===== config.mk =====
export PLATFORM = sky130hd
export DESIGN_NAME = msg_chunk_deserializer
export DESIGN_NICKNAME = d
export VERILOG_FILES = /design/src/rtl/rce_enc_pkg.sv /design/src/rtl/chunk_hold_reg.sv /design/src/rtl/msg_chunk_deserializer.sv
export SDC_FILE = /design/constraint.sdc
export NUM_CORES = 1
export LEC_CHECK = 0
export CORE_UTILIZATION = 60
export CTS_BUF_LIST = sky130_fd_sc_hd__clkbuf_4 sky130_fd_sc_hd__clkbuf_8 sky130_fd_sc_hd__clkbuf_16
export CTS_CLUSTER_DIAMETER = 60
export CTS_CLUSTER_SIZE = 10
export DETAILED_ROUTE_END_ITERATION = 8
export PLACE_DENSITY = 0.84
export REMOVE_ABC_BUFFERS = 1
export SLEW_MARGIN = 20
export SYNTH_ARGS = -nofsm -noshare
export SYNTH_HDL_FRONTEND = slang
export SYNTH_SLANG_ARGS = --single-unit

===== constraint.sdc =====
create_clock -name clk -period 51.4 [get_ports clk]
set_input_delay 10.28 -clock clk [delete_from_list [all_inputs] [get_ports clk]]
set_output_delay 10.28 -clock clk [all_outputs]
set_load 0.005 [all_outputs]

===== src/rtl/rce_enc_pkg.sv =====
// Shared constants, state encoding and width helper for the RCE encoder front end.
// Frame geometry: K message bits per frame, LMLA bits per chunk.
package rce_enc_pkg;

    localparam int K         = 1024;
    localparam int LMLA      = 256;
    localparam int CIDX_BITS = 2;

    typedef enum logic [1:0] {
        IDLE = 2'd0,
        FILL = 2'd1,
        PEND = 2'd2
    } state_t;

    function automatic int clog2(input int v);
        int r = 0;
        while ((1 << r) < v) r++;
        return r;
    endfunction

endpackage


===== src/rtl/chunk_hold_reg.sv =====
// Output holding register: one chunk plus its frame index and last tag,
// held stable until the encoder takes it with valid && ready.
module chunk_hold_reg
    import rce_enc_pkg::*;
#(
    parameter int LMLA      = 256,
    parameter int CIDX_BITS = 2,
    parameter int NCHUNK    = 4
) (
    input  logic                 clk,
    input  logic                 rst,
    input  logic                 load_i,
    input  logic [LMLA-1:0]      data_i,
    input  logic [CIDX_BITS-1:0] idx_i,
    input  logic                 ready_i,
    output logic [LMLA-1:0]      data_o,
    output logic [CIDX_BITS-1:0] idx_o,
    output logic                 last_o,
    output logic                 valid_o,
    output logic                 accept_o
);

    localparam logic [CIDX_BITS-1:0] IDX_LAST = CIDX_BITS'(NCHUNK - 1);

    logic [LMLA-1:0]      data_q;
    logic [CIDX_BITS-1:0] idx_q;
    logic                 last_q;
    logic                 valid_q;

    // Free when empty or when the held chunk leaves this cycle.
    assign accept_o = !valid_q || ready_i;

    // Load wins over drain so a transfer plus load keeps valid high.
    always_ff @(posedge clk or posedge rst) begin
        if (rst) begin
            data_q  <= '0;
            idx_q   <= '0;
            last_q  <= 1'b0;
            valid_q <= 1'b0;
        end else if (load_i) begin
            data_q  <= data_i;
            idx_q   <= idx_i;
            last_q  <= (idx_i == IDX_LAST);
            valid_q <= 1'b1;
        end else if (ready_i) begin
            valid_q <= 1'b0;
        end
    end

    assign data_o  = data_q;
    assign idx_o   = idx_q;
    assign last_o  = last_q;
    assign valid_o = valid_q;

endmodule


===== src/rtl/msg_chunk_deserializer.sv =====
// Serial-to-chunk packer feeding the parallel RCE encoder, with one pending slot.
// Optional MSG_CHUNK_FLUSH_EN adds a flush input that zero-pads the rest of the frame.
module msg_chunk_deserializer
    import rce_enc_pkg::*;
#(
    parameter int K         = rce_enc_pkg::K,
    parameter int LMLA      = rce_enc_pkg::LMLA,
    parameter int CIDX_BITS = rce_enc_pkg::CIDX_BITS
) (
    input  logic                 clk,
    input  logic                 rst,
    input  logic                 msg,
    input  logic                 datavalid,
`ifdef MSG_CHUNK_FLUSH_EN
    input  logic                 flush,
`endif
    output logic [LMLA-1:0]      chunk,
    output logic                 chunk_valid,
    input  logic                 chunk_ready,
    output logic [CIDX_BITS-1:0] chunk_idx,
    output logic                 chunk_last,
    output logic                 frame_busy,
    output logic                 overflow
);

    localparam int NCHUNK = K / LMLA;
    localparam int BC_W   = clog2(LMLA);
    localparam logic [CIDX_BITS-1:0] CIDX_LAST = CIDX_BITS'(NCHUNK - 1);

    state_t               state_q, state_d;
    logic [LMLA-2:0]      shift_q, shift_d;
    logic [BC_W-1:0]      bitcnt_q, bitcnt_d;
    logic [CIDX_BITS-1:0] cidx_q, cidx_d;
    logic                 pend_q, pend_d;
    logic [LMLA-1:0]      pend_data_q, pend_data_d;
    logic [CIDX_BITS-1:0] pend_idx_q, pend_idx_d;
    logic                 ovf_q, ovf_d;

    logic                 in_frame, take, last_bit, done, frame_end;
    logic                 draining, flush_start, drain;
    logic [LMLA-1:0]      shift_in, done_data;
    logic                 load, accept;
    logic [LMLA-1:0]      load_data;
    logic [CIDX_BITS-1:0] load_idx;

    assign in_frame  = (state_q != IDLE);
    assign take      = datavalid && !draining;
    assign shift_in  = {shift_q, msg};
    assign last_bit  = take && in_frame && (&bitcnt_q);
    assign done      = last_bit || flush_start || drain;
    assign frame_end = done && (cidx_q == CIDX_LAST);

`ifdef MSG_CHUNK_FLUSH_EN
    logic            flush_q;
    logic [BC_W:0]   fill_cnt;
    logic [LMLA-1:0] pad_src;

    assign draining    = flush_q;
    assign fill_cnt    = {1'b0, bitcnt_q} + {{BC_W{1'b0}}, take};
    assign pad_src     = take ? shift_in : {1'b0, shift_q};
    assign flush_start = flush && in_frame && !flush_q;
    assign drain       = flush_q && !pend_q;
    assign done_data   = flush_start
                       ? pad_src << ((BC_W+1)'(LMLA) - fill_cnt)
                       : (drain ? '0 : shift_in);

    // Drain mode: emit zero chunks until the frame index wraps.
    always_ff @(posedge clk or posedge rst) begin
        if (rst) begin
            flush_q <= 1'b0;
        end else if (frame_end) begin
            flush_q <= 1'b0;
        end else if (flush_start) begin
            flush_q <= 1'b1;
        end
    end
`else
    assign draining    = 1'b0;
    assign flush_start = 1'b0;
    assign drain       = 1'b0;
    assign done_data   = shift_in;
`endif

    // Next state: shifting, counters, pending slot and overflow.
    always_comb begin
        state_d     = state_q;
        shift_d     = shift_q;
        bitcnt_d    = bitcnt_q;
        cidx_d      = cidx_q;
        pend_d      = pend_q;
        pend_data_d = pend_data_q;
        pend_idx_d  = pend_idx_q;
        ovf_d       = ovf_q;
        load        = 1'b0;
        load_data   = pend_data_q;
        load_idx    = pend_idx_q;

        if (take) begin
            shift_d  = shift_in[LMLA-2:0];
            bitcnt_d = bitcnt_q + 1'b1;
            if (state_q == IDLE) state_d = FILL;
        end

        if (done) begin
            bitcnt_d = '0;
            cidx_d   = cidx_q + 1'b1;
            if (frame_end) state_d = IDLE;
        end

        // Pending chunk is older, so it always goes to holding first.
        if (pend_q && accept) begin
            load        = 1'b1;
            pend_d      = done;
            pend_data_d = done_data;
            pend_idx_d  = cidx_q;
        end else if (done && accept) begin
            load      = 1'b1;
            load_data = done_data;
            load_idx  = cidx_q;
        end else if (done && !pend_q) begin
            pend_d      = 1'b1;
            pend_data_d = done_data;
            pend_idx_d  = cidx_q;
        end else if (done) begin
            ovf_d = 1'b1;
        end

        if (state_d != IDLE) state_d = pend_d ? PEND : FILL;
    end

    // State and datapath registers.
    always_ff @(posedge clk or posedge rst) begin
        if (rst) begin
            state_q     <= IDLE;
            shift_q     <= '0;
            bitcnt_q    <= '0;
            cidx_q      <= '0;
            pend_q      <= 1'b0;
            pend_data_q <= '0;
            pend_idx_q  <= '0;
            ovf_q       <= 1'b0;
        end else begin
            state_q     <= state_d;
            shift_q     <= shift_d;
            bitcnt_q    <= bitcnt_d;
            cidx_q      <= cidx_d;
            pend_q      <= pend_d;
            pend_data_q <= pend_data_d;
            pend_idx_q  <= pend_idx_d;
            ovf_q       <= ovf_d;
        end
    end

    chunk_hold_reg #(
        .LMLA      (LMLA),
        .CIDX_BITS (CIDX_BITS),
        .NCHUNK    (NCHUNK)
    ) u_hold (
        .clk      (clk),
        .rst      (rst),
        .load_i   (load),
        .data_i   (load_data),
        .idx_i    (load_idx),
        .ready_i  (chunk_ready),
        .data_o   (chunk),
        .idx_o    (chunk_idx),
        .last_o   (chunk_last),
        .valid_o  (chunk_valid),
        .accept_o (accept)
    );

    assign frame_busy = in_frame;
    assign overflow   = ovf_q;

endmodule


After elaboration in Yosys (flattened, before gate mapping)

Index checks and enable logic that the tools add are counted.

Flip-flop bits (word level): 787
Bits of input ports: 5
Output and inout port bits: 262
Logic and storage cells: 63

$add $sub $neg: 2
Eq/ne operators: 3
Muxes and demuxes: 25
Bitwise logic cells: 3
Reductions and logical operators: 18

Operators with widths:

| operator                                                      | number |
|---|---|
| 256-bit two-way mux                                           | 5 |
| 2-bit two-way mux                                             | 11 |
| 8-bit two-way mux                                             | 2 |
| 2-bit nonzero test                                            | 5 |
| 8-bit by 1-bit adder with 8-bit output, second input constant | 1 |
| 8-bit AND reduction                                           | 1 |
| 1-bit two-way mux                                             | 7 |
| 1-bit logical AND                                             | 6 |
| 2-bit == test, second input constant                          | 2 |
| 4-bit AND reduction                                           | 1 |
| 1-bit inverter                                                | 3 |
| 2-bit by 1-bit adder with 2-bit output, second input constant | 1 |
| 1-bit zero test                                               | 2 |
| 2-bit zero test                                               | 1 |
| 2-bit != test, second input constant                          | 1 |
| 2-bit AND reduction                                           | 1 |
| 1-bit logical OR                                              | 1 |

Logic depth before layout (Yosys ltp)

Gate-level depths: netlist (run 1).

Depth in word-level cells: 9
Gate-level depth with buffers: 9
Mapped depth without buffers: 6

Hierarchy

Synthesis (run 1) repeated with hierarchy kept, for this count alone.

Cells, all modules: 1987
Area, all modules: 33111.8 um2

Modules (own cells, without submodules):

| module                 | times used | cells an instance | area an instance (um2) |
|---|---|---|---|
| msg_chunk_deserializer | 1          | 1434              | 22685.5 |
| chunk_hold_reg         | 1          | 553               | 10426.2 |

Least setup slack after synthesis (run 1)

Ideal clock, no wire load.

Path type: input to register
Start point: input port datavalid
End point: register pend_data_q[0]
Setup time: 0.125 ns
Arrival time: 11.822 ns
Required time: 51.275 ns
Setup slack: 39.453 ns
Stages on the path: 9
Buffers on the path: 4
Path through: buf_2 -> nand3_1 -> or3_1 -> buf_6 -> nor3_4 -> a21oi_2 -> buf_12 -> buf_12 -> mux2_4

Cells in the longest elaborated chain, start to end: 5
Elaborated cells on any way between the ends: 7
Those cells by class: 1 x eq/ne; 6 x reduce/logical

RTL lines:

| what                                                                        | line                                                         | source |
|---|---|---|
| from (decl)                                                                 | msg_chunk_deserializer.sv:13                                 | `input logic datavalid,` |
| 1-bit logical AND (*) (2 in series)                                         | msg_chunk_deserializer.sv:49                                 | `assign last_bit = take && in_frame && (&bitcnt_q);` |
| 1-bit logical AND, on equally long branches                                 | msg_chunk_deserializer.sv:116, msg_chunk_deserializer.sv:120 |  |
| 2-bit != test (no source line) / 2-bit nonzero test (equally long branches) | -                                                            |  |
| 2-bit AND reduction (no source line) (*)                                    | -                                                            |  |
| to (signal assigned)                                                        | msg_chunk_deserializer.sv:148                                | `pend_data_q <= pend_data_d;` |
| to (decl)                                                                   | msg_chunk_deserializer.sv:35                                 | `logic [LMLA-1:0] pend_data_q, pend_data_d;` |

Mark *: on every way between the ends. The rest lies on a longest branch, timed or not.
A chain may end at the register's enable or synchronous reset.

Worst setup path in the final report (run 1)

Start point: input port chunk_ready
End point: register pend_data_q[57]

Cells in the longest elaborated chain, start to end: 4
Elaborated cells on any way between the ends: 7
Those cells by class: 1 x eq/ne; 1 x mux; 5 x reduce/logical

RTL lines:

| what                                                                        | line                                                         | source |
|---|---|---|
| from (decl)                                                                 | msg_chunk_deserializer.sv:19                                 | `input logic chunk_ready,` |
| 1-bit logical OR (*)                                                        | chunk_hold_reg.sv:31                                         | `assign accept_o = !valid_q \|\| ready_i;` |
| 1-bit logical AND, on equally long branches                                 | msg_chunk_deserializer.sv:111, msg_chunk_deserializer.sv:116 |  |
| 2-bit != test (no source line) / 2-bit nonzero test (equally long branches) | -                                                            |  |
| 2-bit AND reduction (no source line)                                        | -                                                            |  |

Marked as above.

==> results.json, run 1 <==
{
  "netlist_area_um2": 32330,
  "htreeDepth": 3,
  "vias": 21410,
  "cts.sink_count": 787,
  "fin_skew_ns": 0.02827,
  "viasPerCell": 6.669,
  "hp-start": "bitcnt_q[6]",
  "drt_pass1_iterations": 8,
  "place_inst": 3114,
  "cts_setup_buffers": 0,
  "reg2regPathDepth": 7,
  "cts-root-buf": "clkbuf_16",
  "drc": 17,
  "min_to": "bitcnt_q[6]",
  "crit_path_max_fanout": 69,
  "fp.dieW_um": 234.1,
  "syn_area_per_cell_um2": 13.85,
  "critPathCaptureType": "flop",
  "post-route-min-period_ns": 14.48,
  "io_buffers": 266,
  "reg2reg_from": "u_hold.valid_o",
  "area_delta_synth_final_pct": 15.46,
  "min_path_type": "flop to flop",
  "grt_max_degree": 199,
  "p_leak_nw": 17.31,
  "grt_usage": 0.2902,
  "ctsResizeCount": 0,
  "ir_drop_v": 0.00002831,
  "antenna_found_initial": 0,
  "dp_slack_ns": 36.33,
  "start_kind": "input port",
  "crit_type": "input port to flop",
  "rr_endpoint": "pend_data_q[57]",
  "syn_inst": 2335,
  "r2r_slack_ns": 46.63,
  "clk_path_buf_depth": 3,
  "ant_nets": 0,
  "start_util": 0.6116,
  "synth_seq_area_share": 0.6091,
  "drt-total-wl_um": 78370,
  "period_share": 0.2817,
  "rsz0062_at_grt": "false",
  "dieHeight_um": 234.1,
  "layout.nets": 2524,
  "num_rows": 84,
  "dpl_cell_area_um2": 34980,
  "grt_overflow": 0,
  "top_level_ports": 267,
  "n_fill_cell": 3355,
  "instances_no_fill": 3211,
  "grt_pass1_wl_um": 126100,
  "worst_slack_ns": 36.92,
  "core-area_um2": 52870,
  "grt_pass1_vias": 22740,
  "hold_violations": 0,
  "diodes": 0,
  "gp_congestion": 0.7807,
  "drt_iter0_drc": 1877,
  "power_mw": 1.223,
  "holdPathStages": 1,
  "setup-tns-final_ns": 0,
  "maxCapViolCount": 0,
  "status": "complete, but fails checks",
  "numCtsBuffers": 88,
  "clk_pin_slew_ns": 0.05,
  "die_area_um2": 54820,
  "arrival_ns": 14.98,
  "insertion_delay_ns": 0.63,
  "cts_tree": "built",
  "dp_hpwl_um": 41910,
  "wl_per_cell_um": 24.41,
  "slew_headroom": 0.1795,
  "synth-seq-cells": 787,
  "violations": "design-rule violations",
  "drive_gt1_frac": 0.2568,
  "postLayoutCellArea_um2": 37330,
  "setup_violations": 0,
  "power_density_nw_per_um2": 32.75,
  "tightest_slew_ns": 1.231,
  "max_freq_mhz": 69.07,
  "required_ns": 51.90,
  "synthDistinctLibCells": 35,
  "hold_buffers": 0,
  "yosys_warnings": 0,
  "finalMaxSlewViolations": 0
}
[cell families (layout without fill, tap and decap cells)]
group / after synthesis / in the layout / synth area share
buffers and inverters: 205 / 393 / 0.03630
AND/OR/NAND/NOR: 38 / 38 / 0.005844
adder cells (fa/ha/maj): 2 / 2 / 0.0007738
multiplexers: 515 / 515 / 0.2048
AO/OA/AOI/OAI: 781 / 781 / 0.1413
flip-flops: 787 / 787 / 0.6091
XOR/XNOR: 7 / 7 / 0.001896
[through the flow]
step | hold WS [ns] | utilization
after floorplan | 0.4557 | -
after global placement | 0.4757 | 0.6616
after detailed placement | 0.4814 | 0.6616
after CTS | 0.4920 | 0.7056
after global routing | 0.5203 | 0.7062
final | 0.4890 | 0.7062
[power by group]
group          total (mW)  switching [mW]  internal [mW]
Clock               0.542           0.230          0.312
Combinational      0.0350          0.0205         0.0145
Sequential          0.645          0.0133          0.632
[layer usage]
layer / share of wire / track usage / wire (um) / up-vias
met2: 0.49 / 0.4617 / 38290 / 799
met1: 0.42 / 0.3948 / 32800 / 11300
li1: - / - / - / 9190
met5: 0 / 0 / 0 / -
met3: 0.065 / 0.06214 / 5132 / 126
met4: 0.027 / 0.1080 / 2143 / 0
[worst max-delay path, stage by stage]
cell	delay [ns]
clkdlybuf4s50_1	0.48
nand2b_4	0.76
nor3_4	0.09
a21oi_4	0.14
buf_4	0.83
buf_4	0.86
buf_4	1.00
mux2_2	0.43
[registers in the layout, indices dropped and copies added (netlist names)]
| register | cells |
|---|---|
| pend_data_q | 256 |
| u_hold.data_o | 256 |
| shift_q | 255 |
| bitcnt_q | 8 |
| cidx_q | 2 |
| pend_idx_q | 2 |
| state_q | 2 |
| u_hold.idx_o | 2 |
| overflow | 1 |
| pend_q | 1 |
| u_hold.last_o | 1 |
| u_hold.valid_o | 1 |
[synth_stat cells, drive strengths merged]
cell,count,area share
a21oi,257,0.040
a2bb2oi,1,0.00027
a41oi,1,0.00027
and3,2,0.00039
buf,42,0.017
clkbuf,160,0.019
dfrtp,787,0.61
ha,2,0.00077
inv,3,0.00035
mux2,513,0.20
mux2i,2,0.00062
nand2,14,0.0016
nand2b,1,0.00019
nand3,5,0.00093
nand4,2,0.00039
nor2,8,0.00093
nor2b,1,0.00019
nor3,3,0.00081
o211ai,1,0.00023
o21ai,7,0.0011
o21bai,1,0.00023
o221ai,1,0.00027
o22ai,512,0.099
or2,1,0.00019
or3,1,0.00019
xnor2,5,0.0014
xor2,2,0.00054
[cell type report]
cell class,count,area (um2),share of cell area
flip-flops and latches,787,19690,0.5275
well taps,688,860.8,0.02306
inverters,3,26.28,0.0007038
multi-input cells,1343,11500,0.3081
clock inverters,3,26.28,0.0007038
repair buffers,294,2927,0.07839
clock buffers,93,2298,0.06156
[how the worst max path moves through the flow]
stage	from	slack [ns]	end
after floorplan	datavalid	13.72	u_hold.data_o[0]
after global placement	chunk_ready	36.35	pend_data_q[52]
after detailed placement	chunk_ready	36.33	pend_data_q[62]
after CTS	chunk_ready	36.97	pend_data_q[57]
after global routing	chunk_ready	36.80	pend_data_q[62]
final	chunk_ready	36.92	pend_data_q[57]
[cells in the final DEF, fill, tap and decap left out, types with 2 or more instances in the layout]
cell type and count:
a21oi_1 256, and3_1 2, buf_12 2, buf_4 24, clkbuf_16 91, clkdlybuf4s50_1 265
dfrtp_1 787, ha_1 2, inv_6 3, inv_8 2, mux2_2 293, mux2_4 220
mux2i_1 2, nand2_1 12, nand2_4 2, nand3_1 4, nand4_1 2, nor2_1 8
o21ai_0 7, o22ai_1 512, xnor2_1 5, xor2_1 2
(Power assumes the default switching activity.)
==> run 2, diff against run 1 <==
Settings changed: CORE_UTILIZATION 60 to 58, PLACE_DENSITY 0.84 to 0.82.
Clock period 51.4 ns to 13.85 ns, I/O delays scaled along.
==> results.json, run 2 (synthesis results as in run 1) <==
{
  "switching_share": 0.2145,
  "slowest_delay_ns": 0.92,
  "grt_usage": 0.2779,
  "top_level_ports": 267,
  "cts_tree": "built",
  "viasPerCell": 6.531,
  "pwr-share-seq": 0.523,
  "drive_gt1_frac": 0.2565,
  "dp_hpwl_um": 41160,
  "holdPathStages": 1,
  "crit_type": "input port to flop",
  "tightest_slew_ns": 1.170,
  "cts_setup_buffers": 0,
  "rsz0062_at_grt": "false",
  "drt_pass1_iterations": 6,
  "setup_violations": 0,
  "layout_commonest_cell": "dfrtp_1",
  "slowest_stage": "buf_4",
  "p_leak_nw": 17.37,
  "wl_per_cell_um": 23.80,
  "insertion_delay_ns": 0.63,
  "fin_skew_ns": 0.01234,
  "required_ns": 14.39,
  "numCtsBuffers": 89,
  "dpl_cell_area_um2": 35080,
  "cp.depth": 7,
  "fp.dieW_um": 238.1,
  "ir_drop_v": 0.00008080,
  "diodes": 0,
  "critPathCaptureType": "flop",
  "layout_common_cells": "dfrtp_1, o22ai_1, mux2_2, clkdlybuf4s50_1, a21oi_1",
  "drt-total-wl_um": 77820,
  "dieHeight_um": 238.1,
  "cts-root-buf": "clkbuf_16",
  "grt_overflow": 0,
  "core-area_um2": 55090,
  "grt_pass1_wl_um": 126000,
  "htreeDepth": 3,
  "die_area_um2": 56700,
  "power_density_nw_per_um2": 122.0,
  "p_clk_frac": 0.449,
  "setup-tns-final_ns": 0,
  "cts.sink_count": 787,
  "hold_violations": 0,
  "antenna_found_initial": 0,
  "p_sw_uw": 982.4,
  "vias": 21360,
  "layout.nets": 2521,
  "crit_buf_inv": 3,
  "drt_iter0_drc": 1770,
  "arrival_ns": 5.96,
  "gp_congestion": 0.7716,
  "clk_path_buf_depth": 3,
  "cpLargestDelayFamily": "buffers and inverters",
  "p_comb_frac": 0.028,
  "reg2regPathDepth": 7,
  "status": "finished, final reports clean",
  "area_delta_synth_final_pct": 16.06,
  "n_fill_cell": 3663,
  "internal_power_mw": 3.597,
  "ctsResizeCount": 0,
  "grt_pass1_vias": 22720,
  "drc": 0,
  "crit_chain": "buf_8 -> nand3_1 -> nor3_2 -> buf_12 -> buf_4 -> o22ai_1 -> a21oi_1",
  "post-route-min-period_ns": 5.427,
  "maxCapViolCount": 0,
  "max_freq_mhz": 184.3,
  "min_path_type": "flop to flop",
  "io_buffers": 266,
  "crit_path_max_fanout": 185,
  "start_util": 0.5869,
  "postLayoutCellArea_um2": 37530,
  "finalMaxSlewViolations": 0,
  "start_kind": "input port",
  "ant_nets": 0,
  "slew_headroom": 0.2201,
  "clk_pin_slew_ns": 0.05,
  "num_rows": 86,
  "period_share": 0.3918,
  "grt_max_degree": 186,
  "hold_buffers": 0
}
## run 2: metal layers
metal / GRT usage / part of all wire / up-vias
met5: 0 / 0 / -
met1: 0.3678 / 0.41 / 11230
met4: 0.1267 / 0.038 / 0
met3: 0.06652 / 0.066 / 184
li1: - / - / 9194
met2: 0.4379 / 0.48 / 749
## run 2: area by class of cell
class,instances,area [um2],area share
tap,748,935.9,0.02494
timing repair buffer,290,2954,0.07872
sequential,787,19690,0.5248
clock inverter,3,26.28,0.0007001
clock buffer,96,2385,0.06355
inverter,3,31.28,0.0008335
multi-input combinational,1343,11500,0.3065
## run 2: power by group through the flow
stage,Combinational (mW),Clock (mW),Sequential [mW]
6_report,0.129,2.06,2.39
2_1_floorplan,0.0920,0,2.42
4_1_cts,0.132,2.09,2.39
5_1_grt,0.146,2.18,2.40
3_5_place_dp,0.131,0,2.43
3_3_place_gp,0.126,0,2.43
## run 2: worst paths after layout
| kind | start | endpoint | slack, ns |
|---|---|---|---|
| worst min-delay path | overflow | overflow | 0.50 |
| worst max register to register | bitcnt_q[0] | pend_data_q[59] | 10.32 |
| min in group asynchronous | rst | pend_data_q[254] | 2.76 |
| worst max-delay path | datavalid | u_hold.data_o[224] | 8.42 |
| max in group asynchronous | rst | u_hold.data_o[170] | 8.76 |
| worst min register to register | overflow | overflow | 0.50 |
## run 2: per-stage QoR
stage / util / cells / setup WS, ns / hold WS, ns / total power [mW]
after CTS: 0.6805 / 3269 / 8.442 / 0.4916 / 4.619
final: 0.6812 / 3270 / 8.423 / 0.4961 / 4.580
after floorplan: - / 2133 / -16.32 / 0.4557 / 2.512
after global routing: 0.6812 / 3270 / 8.167 / 0.5129 / 4.722
after detailed placement: 0.6368 / 3170 / 7.775 / 0.4762 / 2.564
after global placement: 0.6363 / 3169 / 7.871 / 0.4571 / 2.554
